===== config.mk =====
export PLATFORM = sky130hd
export DESIGN_NAME = br_predict_unit_flat
export DESIGN_NICKNAME = d
export VERILOG_FILES = /design/src/rtl/br_predict_unit_pkg.sv /design/src/rtl/br_predict_unit_if.sv /design/src/rtl/br_btb.sv /design/src/rtl/br_predict_unit.sv /design/src/flat_wrapper.sv
export SDC_FILE = /design/constraint.sdc
export NUM_CORES = 2
export LEC_CHECK = 0
export ABC_AREA = 1
export BUFFER_PORTS_ARGS = -buffer_cell sky130_fd_sc_hd__buf_2
export CORE_AREA = 5 5 364 330
export DETAILED_ROUTE_END_ITERATION = 16
export DIE_AREA = 0 0 369 335
export PLACE_DENSITY = 0.66
export SYNTH_ARGS = -nofsm -noshare
export SYNTH_HDL_FRONTEND = slang
export SYNTH_SLANG_ARGS = --single-unit

===== constraint.sdc =====
create_clock -name clk -period 39.4 [get_ports clk]
set_input_delay 0 -clock clk [delete_from_list [all_inputs] [get_ports clk]]
set_output_delay 0 -clock clk [all_outputs]
set_load 0.02 [all_outputs]

===== src/rtl/br_predict_unit_pkg.sv =====
// Shared definitions for the branch prediction unit: the branch-code encodings,
// the default datapath width and the 2-bit counter helper.
package br_predict_unit_pkg;

  localparam int XLEN_DEF = 32;

  typedef enum logic [3:0] {
    CB_NONE    = 4'd0,
    CB_J_BR    = 4'd1,
    CB_BEQ_BR  = 4'd2,
    CB_BNE_BR  = 4'd3,
    CB_BLEZ_BR = 4'd4,
    CB_BGTZ_BR = 4'd5,
    CB_BLTZ_BR = 4'd6,
    CB_BGEZ_BR = 4'd7,
    CB_JAL_BR  = 4'd8,
    CB_JR_BR   = 4'd9
  } cb_e;

  localparam logic [1:0] CNT_INIT  = 2'b01;
  localparam logic [1:0] CNT_ALLOC = 2'b10;

  // Saturating 2-bit counter step: up on taken, down on not-taken.
  function automatic logic [1:0] sat_cnt(input logic [1:0] cnt, input logic up);
    logic [1:0] res;
    if (up) begin
      res = (cnt == 2'd3) ? cnt : cnt + 2'd1;
    end else begin
      res = (cnt == 2'd0) ? cnt : cnt - 2'd1;
    end
    return res;
  endfunction

endpackage


===== src/rtl/br_predict_unit_if.sv =====
// Fetch-side lookup and EX-side resolution signals of the branch prediction unit.
// Statistics outputs are present only when BR_PREDICT_STATS_EN is defined.
interface br_predict_unit_if #(
  parameter int XLEN = br_predict_unit_pkg::XLEN_DEF
);
  logic [XLEN-1:0] if_pc;
  logic [XLEN-1:0] if_pred_npc;
  logic            ex_valid;
  logic [XLEN-1:0] ex_pc;
  logic [3:0]      ex_cb;
  logic [25:0]     ex_instr_index;
  logic [15:0]     ex_offset;
  logic [XLEN-1:0] ex_rs;
  logic [XLEN-1:0] ex_rt;
  logic [XLEN-1:0] ex_pred_npc;
  logic            redirect_valid;
  logic [XLEN-1:0] redirect_pc;
  logic            ra_we;
  logic [XLEN-1:0] ra;
`ifdef BR_PREDICT_STATS_EN
  logic [31:0]     stat_branches;
  logic [31:0]     stat_mispredicts;
`endif

  modport master (
    output if_pc, ex_valid, ex_pc, ex_cb, ex_instr_index, ex_offset, ex_rs, ex_rt, ex_pred_npc,
    input  if_pred_npc, redirect_valid, redirect_pc, ra_we, ra
`ifdef BR_PREDICT_STATS_EN
    , input stat_branches, input stat_mispredicts
`endif
  );

  modport slave (
    input  if_pc, ex_valid, ex_pc, ex_cb, ex_instr_index, ex_offset, ex_rs, ex_rt, ex_pred_npc,
    output if_pred_npc, redirect_valid, redirect_pc, ra_we, ra
`ifdef BR_PREDICT_STATS_EN
    , output stat_branches, output stat_mispredicts
`endif
  );

endinterface


===== src/rtl/br_btb.sv =====
// Direct-mapped branch target buffer with 2-bit saturating counters.
// The lookup reads pre-update contents when it hits the index being written.
module br_btb
  import br_predict_unit_pkg::*;
#(
  parameter  int XLEN    = XLEN_DEF,
  parameter  int ENTRIES = 16,
  localparam int IDX_W   = $clog2(ENTRIES),
  localparam int TAG_W   = XLEN - IDX_W - 2
) (
  input  logic             clk,
  input  logic             rst,
  input  logic [IDX_W-1:0] lk_idx,
  input  logic [TAG_W-1:0] lk_tag,
  output logic             lk_pred,
  output logic [XLEN-1:0]  lk_target,
  input  logic             upd_en,
  input  logic [IDX_W-1:0] upd_idx,
  input  logic [TAG_W-1:0] upd_tag,
  input  logic             upd_cond,
  input  logic             upd_taken,
  input  logic             upd_uncond,
  input  logic [XLEN-1:0]  upd_target
);

  logic            valid_r  [ENTRIES];
  logic [TAG_W-1:0] tag_r   [ENTRIES];
  logic [XLEN-1:0] target_r [ENTRIES];
  logic            uncond_r [ENTRIES];
  logic [1:0]      cnt_r    [ENTRIES];

  logic lk_hit_s;
  logic upd_hit_s;

  assign lk_hit_s  = valid_r[lk_idx] && (tag_r[lk_idx] == lk_tag);
  assign lk_pred   = lk_hit_s && (uncond_r[lk_idx] || cnt_r[lk_idx][1]);
  assign lk_target = target_r[lk_idx];
  assign upd_hit_s = valid_r[upd_idx] && (tag_r[upd_idx] == upd_tag);

  // Entry storage: train on a hit, allocate on a taken miss (evicting the occupant).
  always_ff @(posedge clk or posedge rst) begin
    if (rst) begin
      for (int i = 0; i < ENTRIES; i++) begin
        valid_r[i]  <= 1'b0;
        tag_r[i]    <= '0;
        target_r[i] <= '0;
        uncond_r[i] <= 1'b0;
        cnt_r[i]    <= CNT_INIT;
      end
    end else if (upd_en) begin
      if (upd_hit_s) begin
        if (upd_cond) begin
          cnt_r[upd_idx] <= sat_cnt(cnt_r[upd_idx], upd_taken);
        end
        target_r[upd_idx] <= upd_target;
        uncond_r[upd_idx] <= upd_uncond;
      end else if (upd_taken) begin
        valid_r[upd_idx]  <= 1'b1;
        tag_r[upd_idx]    <= upd_tag;
        target_r[upd_idx] <= upd_target;
        uncond_r[upd_idx] <= upd_uncond;
        cnt_r[upd_idx]    <= CNT_ALLOC;
      end
    end
  end

endmodule


===== src/rtl/br_predict_unit.sv =====
// Branch unit: IF-stage BTB next-PC prediction, EX-stage resolution and a registered
// one-cycle redirect. Define BR_PREDICT_STATS_EN to add branch/mispredict counters.
module br_predict_unit
  import br_predict_unit_pkg::*;
#(
  parameter int XLEN        = XLEN_DEF,
  parameter int BTB_ENTRIES = 16
) (
  input logic              clk,
  input logic              rst,
  br_predict_unit_if.slave bus
);

  localparam int IDX_W = $clog2(BTB_ENTRIES);

  cb_e             cb_s;
  logic [XLEN-1:0] npc_s, br_s, jmp_s, tgt_s, actual_s, upd_target_s;
  logic [XLEN-1:0] lk_target_s;
  logic            lk_pred_s;
  logic            taken_s, cond_s, is_br_s;
  logic            rs_neg_s, rs_zero_s;
  logic            live_s, mispredict_s, link_s, upd_en_s;
  logic            redirect_valid_r, ra_we_r;
  logic [XLEN-1:0] redirect_pc_r, ra_r;

  assign cb_s      = cb_e'(bus.ex_cb);
  assign npc_s     = bus.ex_pc + XLEN'(32'd4);
  assign br_s      = npc_s + {{(XLEN-18){bus.ex_offset[15]}}, bus.ex_offset, 2'b00};
  assign jmp_s     = {bus.ex_pc[XLEN-1:28], bus.ex_instr_index, 2'b00};
  assign rs_neg_s  = bus.ex_rs[XLEN-1];
  assign rs_zero_s = (bus.ex_rs == '0);

  // Branch-code decode: taken decision and the non-conditional target.
  always_comb begin
    tgt_s   = npc_s;
    taken_s = 1'b0;
    cond_s  = 1'b0;
    is_br_s = 1'b1;
    case (cb_s)
      CB_J_BR, CB_JAL_BR: begin taken_s = 1'b1; tgt_s = jmp_s; end
      CB_JR_BR:           begin taken_s = 1'b1; tgt_s = bus.ex_rs; end
      CB_BEQ_BR:          begin cond_s = 1'b1; taken_s = (bus.ex_rs == bus.ex_rt); end
      CB_BNE_BR:          begin cond_s = 1'b1; taken_s = (bus.ex_rs != bus.ex_rt); end
      CB_BLEZ_BR:         begin cond_s = 1'b1; taken_s = rs_neg_s || rs_zero_s; end
      CB_BGTZ_BR:         begin cond_s = 1'b1; taken_s = !rs_neg_s && !rs_zero_s; end
      CB_BLTZ_BR:         begin cond_s = 1'b1; taken_s = rs_neg_s; end
      CB_BGEZ_BR:         begin cond_s = 1'b1; taken_s = !rs_neg_s; end
      default:            is_br_s = 1'b0;
    endcase
  end

  assign actual_s     = (cond_s && taken_s) ? br_s : tgt_s;
  // Conditional entries always remember the taken target, even when trained not-taken.
  assign upd_target_s = cond_s ? br_s : tgt_s;
  assign live_s       = bus.ex_valid && !redirect_valid_r;
  assign mispredict_s = live_s && (actual_s != bus.ex_pred_npc);
  assign link_s       = live_s && (cb_s == CB_JAL_BR);
  assign upd_en_s     = live_s && is_br_s && (cb_s != CB_JR_BR);

  br_btb #(
    .XLEN    (XLEN),
    .ENTRIES (BTB_ENTRIES)
  ) u_btb (
    .clk        (clk),
    .rst        (rst),
    .lk_idx     (bus.if_pc[IDX_W+1:2]),
    .lk_tag     (bus.if_pc[XLEN-1:IDX_W+2]),
    .lk_pred    (lk_pred_s),
    .lk_target  (lk_target_s),
    .upd_en     (upd_en_s),
    .upd_idx    (bus.ex_pc[IDX_W+1:2]),
    .upd_tag    (bus.ex_pc[XLEN-1:IDX_W+2]),
    .upd_cond   (cond_s),
    .upd_taken  (taken_s),
    .upd_uncond (!cond_s),
    .upd_target (upd_target_s)
  );

  assign bus.if_pred_npc = lk_pred_s ? lk_target_s : bus.if_pc + XLEN'(32'd4);

  // Registered redirect and link outputs; redirect_pc and ra hold between events.
  always_ff @(posedge clk or posedge rst) begin
    if (rst) begin
      redirect_valid_r <= 1'b0;
      redirect_pc_r    <= '0;
      ra_we_r          <= 1'b0;
      ra_r             <= '0;
    end else begin
      redirect_valid_r <= mispredict_s;
      redirect_pc_r    <= mispredict_s ? actual_s : redirect_pc_r;
      ra_we_r          <= link_s;
      ra_r             <= link_s ? bus.ex_pc + XLEN'(32'd8) : ra_r;
    end
  end

  assign bus.redirect_valid = redirect_valid_r;
  assign bus.redirect_pc    = redirect_pc_r;
  assign bus.ra_we          = ra_we_r;
  assign bus.ra             = ra_r;

`ifdef BR_PREDICT_STATS_EN
  logic [31:0] stat_branches_r, stat_mispredicts_r;

  // Free-running event counters, wrapping modulo 2^32.
  always_ff @(posedge clk or posedge rst) begin
    if (rst) begin
      stat_branches_r    <= 32'd0;
      stat_mispredicts_r <= 32'd0;
    end else begin
      stat_branches_r    <= (live_s && is_br_s) ? stat_branches_r + 32'd1 : stat_branches_r;
      stat_mispredicts_r <= mispredict_s ? stat_mispredicts_r + 32'd1 : stat_mispredicts_r;
    end
  end

  assign bus.stat_branches    = stat_branches_r;
  assign bus.stat_mispredicts = stat_mispredicts_r;
`endif

endmodule


===== src/flat_wrapper.sv =====
// flat-port wrapper written by rule: the top's interface ports become plain ports
module br_predict_unit_flat import br_predict_unit_pkg::*;
#(
  parameter int XLEN        = XLEN_DEF,
  parameter int BTB_ENTRIES = 16
)
  (clk, rst, bus_if_pc, bus_ex_valid, bus_ex_pc, bus_ex_cb, bus_ex_instr_index, bus_ex_offset, bus_ex_rs, bus_ex_rt, bus_ex_pred_npc, bus_if_pred_npc, bus_redirect_valid, bus_redirect_pc, bus_ra_we, bus_ra);
  br_predict_unit_if #(.XLEN(XLEN)) bus_i ();
  input logic clk;
  input logic rst;
  input wire logic [$bits(bus_i.if_pc)-1:0] bus_if_pc;
  input wire logic [$bits(bus_i.ex_valid)-1:0] bus_ex_valid;
  input wire logic [$bits(bus_i.ex_pc)-1:0] bus_ex_pc;
  input wire logic [$bits(bus_i.ex_cb)-1:0] bus_ex_cb;
  input wire logic [$bits(bus_i.ex_instr_index)-1:0] bus_ex_instr_index;
  input wire logic [$bits(bus_i.ex_offset)-1:0] bus_ex_offset;
  input wire logic [$bits(bus_i.ex_rs)-1:0] bus_ex_rs;
  input wire logic [$bits(bus_i.ex_rt)-1:0] bus_ex_rt;
  input wire logic [$bits(bus_i.ex_pred_npc)-1:0] bus_ex_pred_npc;
  output wire logic [$bits(bus_i.if_pred_npc)-1:0] bus_if_pred_npc;
  output wire logic [$bits(bus_i.redirect_valid)-1:0] bus_redirect_valid;
  output wire logic [$bits(bus_i.redirect_pc)-1:0] bus_redirect_pc;
  output wire logic [$bits(bus_i.ra_we)-1:0] bus_ra_we;
  output wire logic [$bits(bus_i.ra)-1:0] bus_ra;
  assign bus_i.if_pc = bus_if_pc;
  assign bus_i.ex_valid = bus_ex_valid;
  assign bus_i.ex_pc = bus_ex_pc;
  assign bus_i.ex_cb = bus_ex_cb;
  assign bus_i.ex_instr_index = bus_ex_instr_index;
  assign bus_i.ex_offset = bus_ex_offset;
  assign bus_i.ex_rs = bus_ex_rs;
  assign bus_i.ex_rt = bus_ex_rt;
  assign bus_i.ex_pred_npc = bus_ex_pred_npc;
  assign bus_if_pred_npc = bus_i.if_pred_npc;
  assign bus_redirect_valid = bus_i.redirect_valid;
  assign bus_redirect_pc = bus_i.redirect_pc;
  assign bus_ra_we = bus_i.ra_we;
  assign bus_ra = bus_i.ra;
  br_predict_unit #(.XLEN(XLEN), .BTB_ENTRIES(BTB_ENTRIES)) u_core (.clk(clk), .rst(rst), .bus(bus_i));
endmodule

# == Word-level counts from Yosys, hierarchy flattened ==
# Index checks and enable logic that the tools add are counted.
# totals
regBits,1058
in_bits,209
# classes
addsub,6
order_cmp,3
eq_ne,17
n_mux,56
bitwise_logic,7
n_reduce_logical,27
# op_table
operator,n
two-way mux 512 bit,2
bitwise mux 512 bit,1
bitwise mux 416 bit,1
two-way mux 32 bit,9
binary-select mux 26 bit (select 4 bit),2
two-way mux 26 bit,5
binary-select mux 32 bit (select 4 bit),1
demux 32 bit (select 4 bit),1
demux 26 bit (select 4 bit),1
"adder 32 x 3 -> 32 bit, second input constant",2
!= test 32 bit,2
case mux 32 bit (2 select lines),1
== test 26 bit,2
adder 32 bit,1
"adder 32 x 4 -> 32 bit, second input constant",1
bitwise mux 32 bit,1
== test 32 bit,1
logical NOT 32 bit,1
two-way mux 16 bit,2
OR 16 bit,2
two-way mux 2 bit,11
bitwise AND 16 bit,1
binary-select mux 2 bit (select 4 bit),2
bitwise mux 16 bit,1
other kinds (30),62

# == Depth between registers and ports, before layout ==
# depth
ltp_word,13
mapped_depth,36
depth_no_buf,33

# == Modules after synthesis ==
# Synthesis repeated with hierarchy kept, for this count alone.
# unflattened
cells_unflattened,8619
hier_area_um2,60654.4
# modules_own_cells
module,instances,cells_per_inst,area_per_inst_um2,seq_area_each_um2
br_btb,1,6925,51105.3,24843.8
br_predict_unit,1,1694,9549.2,1651.6

# == Worst setup path before layout ==
# Ideal clock, no wire load.
# synth_path
kind,input -> register
from,in bus_ex_pc[2]
to,"reg u_core.redirect_pc_r[0], in the netlist u_core.bus.redirect_pc[0]"
setup_time_ns,0.117
arrival_time_ns,3.328
required_time_ns,39.283
slack_ns,35.955
path_stages,31
path_buffers,6
cell_sequence,buf_4 -> inv_2 -> buf_2 -> buf_2 -> buf_2 -> buf_2 -> ha_1 -> inv_1 -> fa_1 -> inv_1 -> nand3_1 -> nand2_1 -> nand2_1 -> nand2_1 -> nand2_1 -> nand2_1 -> nand2_1 -> nand2_1 -> xnor2_1 -> nand2_1 -> nand2_1 -> nand2_1 -> nand2_1 -> nand2_1 -> nor2_1 -> nand2_1 -> nor2_1 -> nand2_1 -> clkbuf_1 -> nand3_1 -> nand2_1
# synth_via
elab_chain_cells,5
# synth_lines
element,line_no,source
start: declaration,flat_wrapper.sv:13,input wire logic [$bits(bus_i.ex_pc)-1:0] bus_ex_pc;
adder 32 x 3 -> 32 bit *,br_predict_unit.sv:27,assign npc_s = bus.ex_pc + XLEN'(32'd4);
adder 32 bit / case mux 32 bit (2 select lines) (equally long branches),"br_predict_unit.sv:28, br_predict_unit.sv:39",
two-way mux 32 bit *,br_predict_unit.sv:52,assign actual_s = (cond_s && taken_s) ? br_s : tgt_s;
!= test 32 bit *,br_predict_unit.sv:56,assign mispredict_s = live_s && (actual_s != bus.ex_pred_npc);
logical AND 1 bit *,br_predict_unit.sv:56,
end signal: assignment,br_predict_unit.sv:90,redirect_pc_r <= mispredict_s ? actual_s : redirect_pc_r;
end: declaration,br_predict_unit.sv:24,"logic [XLEN-1:0] redirect_pc_r, ra_r;"
# Every way passes the cells marked *; elsewhere a longest branch is shown, timed or not.
# A chain may end at the register's enable or synchronous reset.

# == Worst setup path after layout ==
# layout_path
from,in bus_if_pc[2]
to,out bus_if_pred_npc[30]
# layout_via
elab_chain_cells,8
# layout_lines
element,line_no,source
start: declaration,flat_wrapper.sv:11,input wire logic [$bits(bus_i.if_pc)-1:0] bus_if_pc;
inverter 4 -> 5 bit (not written as such),"br_btb.sv:35, br_btb.sv:36, br_btb.sv:37",
binary-select mux 26 bit (select 4 bit),br_btb.sv:35,assign lk_hit_s = valid_r[lk_idx] && (tag_r[lk_idx] == lk_tag);
two-way mux 26 bit (not written as such) (2 in a row),br_btb.sv:35,
== test 26 bit,br_btb.sv:35,
logical AND 1 bit,br_btb.sv:35,
logical AND 1 bit,br_btb.sv:36,assign lk_pred = lk_hit_s && (uncond_r[lk_idx] || cnt_r[lk_idx][1]);
two-way mux 32 bit *,br_predict_unit.sv:79,assign bus.if_pred_npc = lk_pred_s ? lk_target_s : bus.if_pc + XLEN'(32'd4);
end: declaration,flat_wrapper.sv:20,output wire logic [$bits(bus_i.if_pred_npc)-1:0] bus_if_pred_npc;
# Every way passes the cells marked *; elsewhere a longest branch is shown, timed or not. The select of a mux whose other input is x is not followed.

==> impl_metrics.prom <==
# TYPE chip_impl_metric gauge
chip_impl_metric{name="synthesis.instances",unit=""} 7988
chip_impl_info{name="worst_min_path_class",value="primary input to flop"} 1
chip_impl_metric{name="post_synth_and_or_nand_nor_area_fraction",unit="%"} 22.3
chip_impl_info{name="cts_root_buf",value="sky130_fd_sc_hd__clkbuf_16"} 1
chip_impl_metric{name="syn_area_per_cell",unit="um^2"} 7.34
chip_impl_info{name="rsz0062_at_grt",value="false"} 1
chip_impl_metric{name="post_place_instance_area",unit="um^2"} 60100
chip_impl_metric{name="globalRouteTotalUtil",unit="%"} 36.1
chip_impl_metric{name="clock_path_buffers",unit=""} 3
chip_impl_metric{name="area_growth",unit="%"} 10.5
chip_impl_metric{name="r2r_cell_count",unit=""} 16
chip_impl_metric{name="route.antenna.remaining_nets",unit=""} 0
chip_impl_info{name="result_of_the_run",value="completed"} 1
chip_impl_info{name="timing.setup.critical_path_class",value="primary input to primary output"} 1
chip_impl_metric{name="muxShareOfSynthArea",unit="%"} 0
chip_impl_metric{name="stdcell_area",unit="um^2"} 64800
chip_impl_metric{name="leakage",unit="nW"} 30.1
chip_impl_metric{name="grt_first_pass_wirelength",unit="um"} 342000
chip_impl_info{name="post-synth-top-area-cell",value="sky130_fd_sc_hd__dfrtp_1"} 1
chip_impl_metric{name="area_share_of_xor_xnor_cells_in_the_synthesized_design",unit="%"} 2.11
chip_impl_metric{name="numPortBuffers",unit=""} 306
chip_impl_metric{name="io_pins",unit=""} 307
chip_impl_metric{name="hold_viol",unit=""} 0
chip_impl_metric{name="final_critical_path_setup_slack",unit="ps"} 33850
chip_impl_metric{name="setup-tns-final",unit="ps"} 0
chip_impl_metric{name="drt_first_pass_iters",unit=""} 6
chip_impl_metric{name="avg_vias_per_cell",unit=""} 6.05
chip_impl_metric{name="fp.dieArea",unit="um^2"} 124000
chip_impl_metric{name="grt_total_ovfl",unit=""} 0
chip_impl_metric{name="ys_ff_latch",unit=""} 1058
chip_impl_metric{name="route.met2.wl",unit="um"} 98700
chip_impl_metric{name="edff_count_synth",unit=""} 0
chip_impl_info{name="cp_cell_sequence",value="buf_8 > buf_4 > buf_4 > a21oi_1 > o21ai_0 > o21ai_0 > o21ai_0 > nor2_1 > nor2_1 > xnor2_1 > nor4_1 > nand3_1 > nor2_4 > buf_4 > inv_2 > nand2_1 > nand2_1 > buf_2"} 1
chip_impl_metric{name="worst_slew_margin_rel",unit="%"} 11.4
chip_impl_info{name="cp-endpoint",value="bus_if_pred_npc[30]"} 1
chip_impl_info{name="ys_top_cells_by_count",value="sky130_fd_sc_hd__nand2_1 (2138), sky130_fd_sc_hd__o21ai_0 (1798), sky130_fd_sc_hd__dfrtp_1 (1042)"} 1
chip_impl_metric{name="worstMarginPinSlew",unit="ps"} 1320
chip_impl_metric{name="fp.coreArea",unit="um^2"} 116000
chip_impl_info{name="tritoncts",value="yes"} 1
chip_impl_info{name="timing.rr.end",value="u_core.u_btb.tag_r[373]"} 1
chip_impl_metric{name="starting_density",unit="%"} 50.5
chip_impl_info{name="critPathLaunchType",value="primary input"} 1
chip_impl_info{name="worst_path_max_delay_cell",value="sky130_fd_sc_hd__buf_4"} 1
chip_impl_metric{name="drive_gt1_share",unit="%"} 8.64
chip_impl_metric{name="synth-compound-area-share",unit="%"} 22.3
chip_impl_metric{name="synth_largest_type_area_fraction",unit="%"} 44.5
chip_impl_metric{name="setup_slack_of_the_most_critical_reg_to_reg_path",unit="ps"} 34620
chip_impl_metric{name="synth.distinct_cells",unit=""} 52
chip_impl_metric{name="max_stage_delay",unit="ps"} 800
chip_impl_metric{name="cts.htree.levels",unit=""} 3
chip_impl_info{name="hold_path_startpoint",value="bus_ex_instr_index[0]"} 1
chip_impl_metric{name="cp_num_buf_inv",unit=""} 6
chip_impl_info{name="worst_path_dominant_cell_family",value="buffers and inverters"} 1
chip_impl_metric{name="finalSetupViolations",unit=""} 0
chip_impl_metric{name="fillerInstances",unit=""} 11128
chip_impl_metric{name="clkSinkCount",unit=""} 1058
chip_impl_metric{name="clkLatencyLatePin",unit="ps"} 770
chip_impl_metric{name="wire_per_inst",unit="um"} 23.9
chip_impl_metric{name="fmax",unit="MHz"} 180
chip_impl_metric{name="post-route-period-util",unit="%"} 14.1
chip_impl_metric{name="critPathRequiredTime",unit="ps"} 39400
chip_impl_info{name="yosys-top-cells-area",value="sky130_fd_sc_hd__dfrtp_1 (44%), sky130_fd_sc_hd__o21ai_0 (15%), sky130_fd_sc_hd__nand2_1 (14%)"} 1
chip_impl_info{name="regToRegStartpoint",value="u_core.u_btb.tag_r[69]"} 1
chip_impl_info{name="combinational_family_with_the_most_area_after_synthesis",value="simple AND/OR/NAND/NOR gates"} 1
chip_impl_metric{name="num_vias",unit=""} 57926
chip_impl_info{name="synth_top_flop_cell",value="sky130_fd_sc_hd__dfrtp_1"} 1
chip_impl_metric{name="cp.depth",unit=""} 18
chip_impl_metric{name="met1_layer_wirelength_in_the_final_routing",unit="um"} 95100
chip_impl_metric{name="met3RoutedLength",unit="um"} 26000
chip_impl_metric{name="timing.critical_path.arrival",unit="ps"} 5550
chip_impl_info{name="crit_start",value="bus_if_pc[2]"} 1
chip_impl_metric{name="synth.cell_area",unit="um^2"} 58600
chip_impl_metric{name="totalWireLength",unit="um"} 229000
chip_impl_metric{name="maximum_number_of_pins_on_one_net_before_global_route_repair",unit=""} 191
chip_impl_metric{name="finalClockSkew",unit="ps"} 47.7
chip_impl_metric{name="yosysSeqAreaShare",unit="%"} 45.2
chip_impl_metric{name="dp_hpwl",unit="um"} 144000
chip_impl_metric{name="antenna_found_initial",unit=""} 9
chip_impl_metric{name="drtIter0Drc",unit=""} 7885
chip_impl_metric{name="dp_worst_setup_slack",unit="ps"} 33790
chip_impl_metric{name="vias_in_the_first_global_route",unit=""} 53199
chip_impl_metric{name="power.density",unit="nW/um^2"} 46.2
chip_impl_metric{name="post-cts-setup-buffer-count",unit=""} 0
chip_impl_metric{name="shortest_clock_period_the_worst_path_allows_after_layout",unit="ps"} 5550
chip_impl_info{name="yosysMostFrequentCell",value="sky130_fd_sc_hd__nand2_1"} 1
chip_impl_metric{name="std_cell_rows",unit=""} 119
chip_impl_metric{name="gp_congestion",unit=""} 1.01
chip_impl_metric{name="ys_async_sr_fraction",unit="%"} 100
chip_impl_metric{name="drv_cap",unit=""} 0
chip_impl_metric{name="synth.yosys.warnings",unit=""} 0
chip_impl_metric{name="cts_buffers",unit=""} 113
chip_impl_metric{name="timing.final.max_slew_violations",unit=""} 0
chip_impl_metric{name="syn-num-nets",unit=""} 8233
chip_impl_metric{name="drc",unit=""} 0
chip_impl_metric{name="die_width",unit="um"} 369
chip_impl_metric{name="crit_fanout",unit=""} 95
chip_impl_metric{name="clk_pin_slew",unit="ps"} 60
chip_impl_metric{name="worst_ir_drop_vdd",unit="mV"} 0.0354
chip_impl_info{name="route.top_layer_used",value="met5"} 1
chip_impl_info{name="critPathCaptureType",value="primary output"} 1
chip_impl_metric{name="finalNetCount",unit=""} 8212
chip_impl_metric{name="yosys.area_share.adder",unit="%"} 0.798
chip_impl_metric{name="fp.dieH",unit="um"} 335
## stage by stage
step	hold WS [ps]	total power, mW	instances	util (%)
2_1_floorplan	117	1.62	7988	-
3_5_place_dp	193	1.82	9310	51.8
4_1_cts	3.52	2.99	9575	55.8
3_3_place_gp	184	1.81	9310	51.8
5_1_grt	55.2	3.12	9575	55.8
6_report	36.6	2.99	9581	55.8
## logic make-up (layout without fill, tap and decap cells)
family,Yosys count,count (layout)
AO/OA/AOI/OAI,2489,2489
XOR/XNOR,141,141
adder cells (fa/ha/maj),37,37
buffers and inverters,973,1048
flip-flops,1058,1058
other,0,6
AND/OR/NAND/NOR,3290,3290
## how the worst min path moves through the flow
stage                                endpoint  slack [ps]  cells past startpoint
finish              u_core.bus.redirect_pc[2]          40                      8
global route                u_core.bus.ra[31]          60                      5
CTS                 u_core.bus.redirect_pc[2]           4                      8
detailed placement     u_core.u_btb.tag_r[89]         190                      2
global placement       u_core.u_btb.tag_r[89]         180                      2
floorplan                    u_core.bus.ra[0]         120                      2
## power breakdown
group	leakage, nW	internal (mW)	switching, mW	total, mW
logic	13.9	0.162	0.373	0.535
clock network	2.01	0.687	0.487	1.17
registers	14.2	1.21	0.0766	1.28
## state kept, by name, summed over array words and instances (netlist names)
name and count:
u_core.bus.redirect_valid 1, u_core.u_btb.target_r 512, u_core.u_btb.cnt_r 32, u_core.u_btb.tag_r 416, u_core.bus.redirect_pc 32, u_core.bus.ra_we 1
u_core.bus.ra 32, u_core.u_btb.valid_r 16, u_core.u_btb.uncond_r 16
## cell usage in the layout (no fill, tap or decap), drive strengths merged, types with 3 or more instances in the layout
| cell type | synthesis | final |
|---|---|---|
| a31oi | 5 | 5 |
| o211ai | 94 | 94 |
| clkbuf | 388 | 152 |
| and3 | 4 | 4 |
| dfstp | 16 | 16 |
| o21a | 3 | 3 |
| a21oi | 274 | 274 |
| dfrtp | 1042 | 1042 |
| inv | 365 | 368 |
| buf | 208 | 406 |
| o2111ai | 5 | 5 |
| xnor2 | 53 | 53 |
| o22ai | 99 | 99 |
| nand2 | 2168 | 2168 |
| nand3 | 255 | 255 |
| and2 | 6 | 6 |
| nor3 | 32 | 32 |
| a22oi | 8 | 8 |
| o21ai | 1943 | 1943 |
| nand4 | 33 | 33 |
| ha | 35 | 35 |
| diode | 0 | 6 |
| bufinv | 0 | 17 |
| nor4 | 6 | 6 |
| dlygate4sd3 | 0 | 54 |
| o221ai | 41 | 41 |
| nor2 | 761 | 761 |
| clkinv | 12 | 45 |
| clkinvlp | 0 | 6 |
| xor2 | 88 | 88 |
| o21bai | 9 | 9 |
| nand3b | 21 | 21 |
## metal layers
layer | up-vias | global-route usage (%)
met4 | 6 | 13.3
met1 | 27588 | 52.0
li1 | 26437 | -
met3 | 495 | 8.01
met5 | - | 0
met2 | 3400 | 53.8
## worst reg2reg max path, cell delays in order, from the launching register on
cell,delay [ps]
sky130_fd_sc_hd__dfrtp_1,380
sky130_fd_sc_hd__inv_1,70
sky130_fd_sc_hd__a21oi_1,50
sky130_fd_sc_hd__o21ai_0,100
sky130_fd_sc_hd__o21ai_0,150
sky130_fd_sc_hd__nand2_1,90
sky130_fd_sc_hd__nand2_1,100
sky130_fd_sc_hd__nor3_1,900
sky130_fd_sc_hd__nor2_1,150
sky130_fd_sc_hd__nand3_1,150
sky130_fd_sc_hd__nor2_1,70
sky130_fd_sc_hd__and2_1,190
sky130_fd_sc_hd__nor2_2,790
sky130_fd_sc_hd__nand2_2,720
sky130_fd_sc_hd__buf_4,500
sky130_fd_sc_hd__nand2_1,120
sky130_fd_sc_hd__o21ai_0,70
## cell type report
type | instances | area [um^2] | area share (%)
multi-input cells | 5957 | 28000 | 43.1
flip-flops and latches | 1058 | 26500 | 40.9
clock buffers | 152 | 3220 | 4.96
repair buffers | 460 | 2900 | 4.47
well taps | 1512 | 1890 | 2.92
inverters | 377 | 1440 | 2.22
clock inverters | 59 | 880 | 1.36
diodes | 6 | 15.0 | 0.0232
## repair_timing
| action | 4_1_cts | 5_1_grt |
|---|---|---|
| hold endpoints to repair | 269 | 0 |
| hold buffers | 54 | 0 |
| resized for setup | 0 | 0 |
Note: power is estimated with default switching activity, not from simulation.
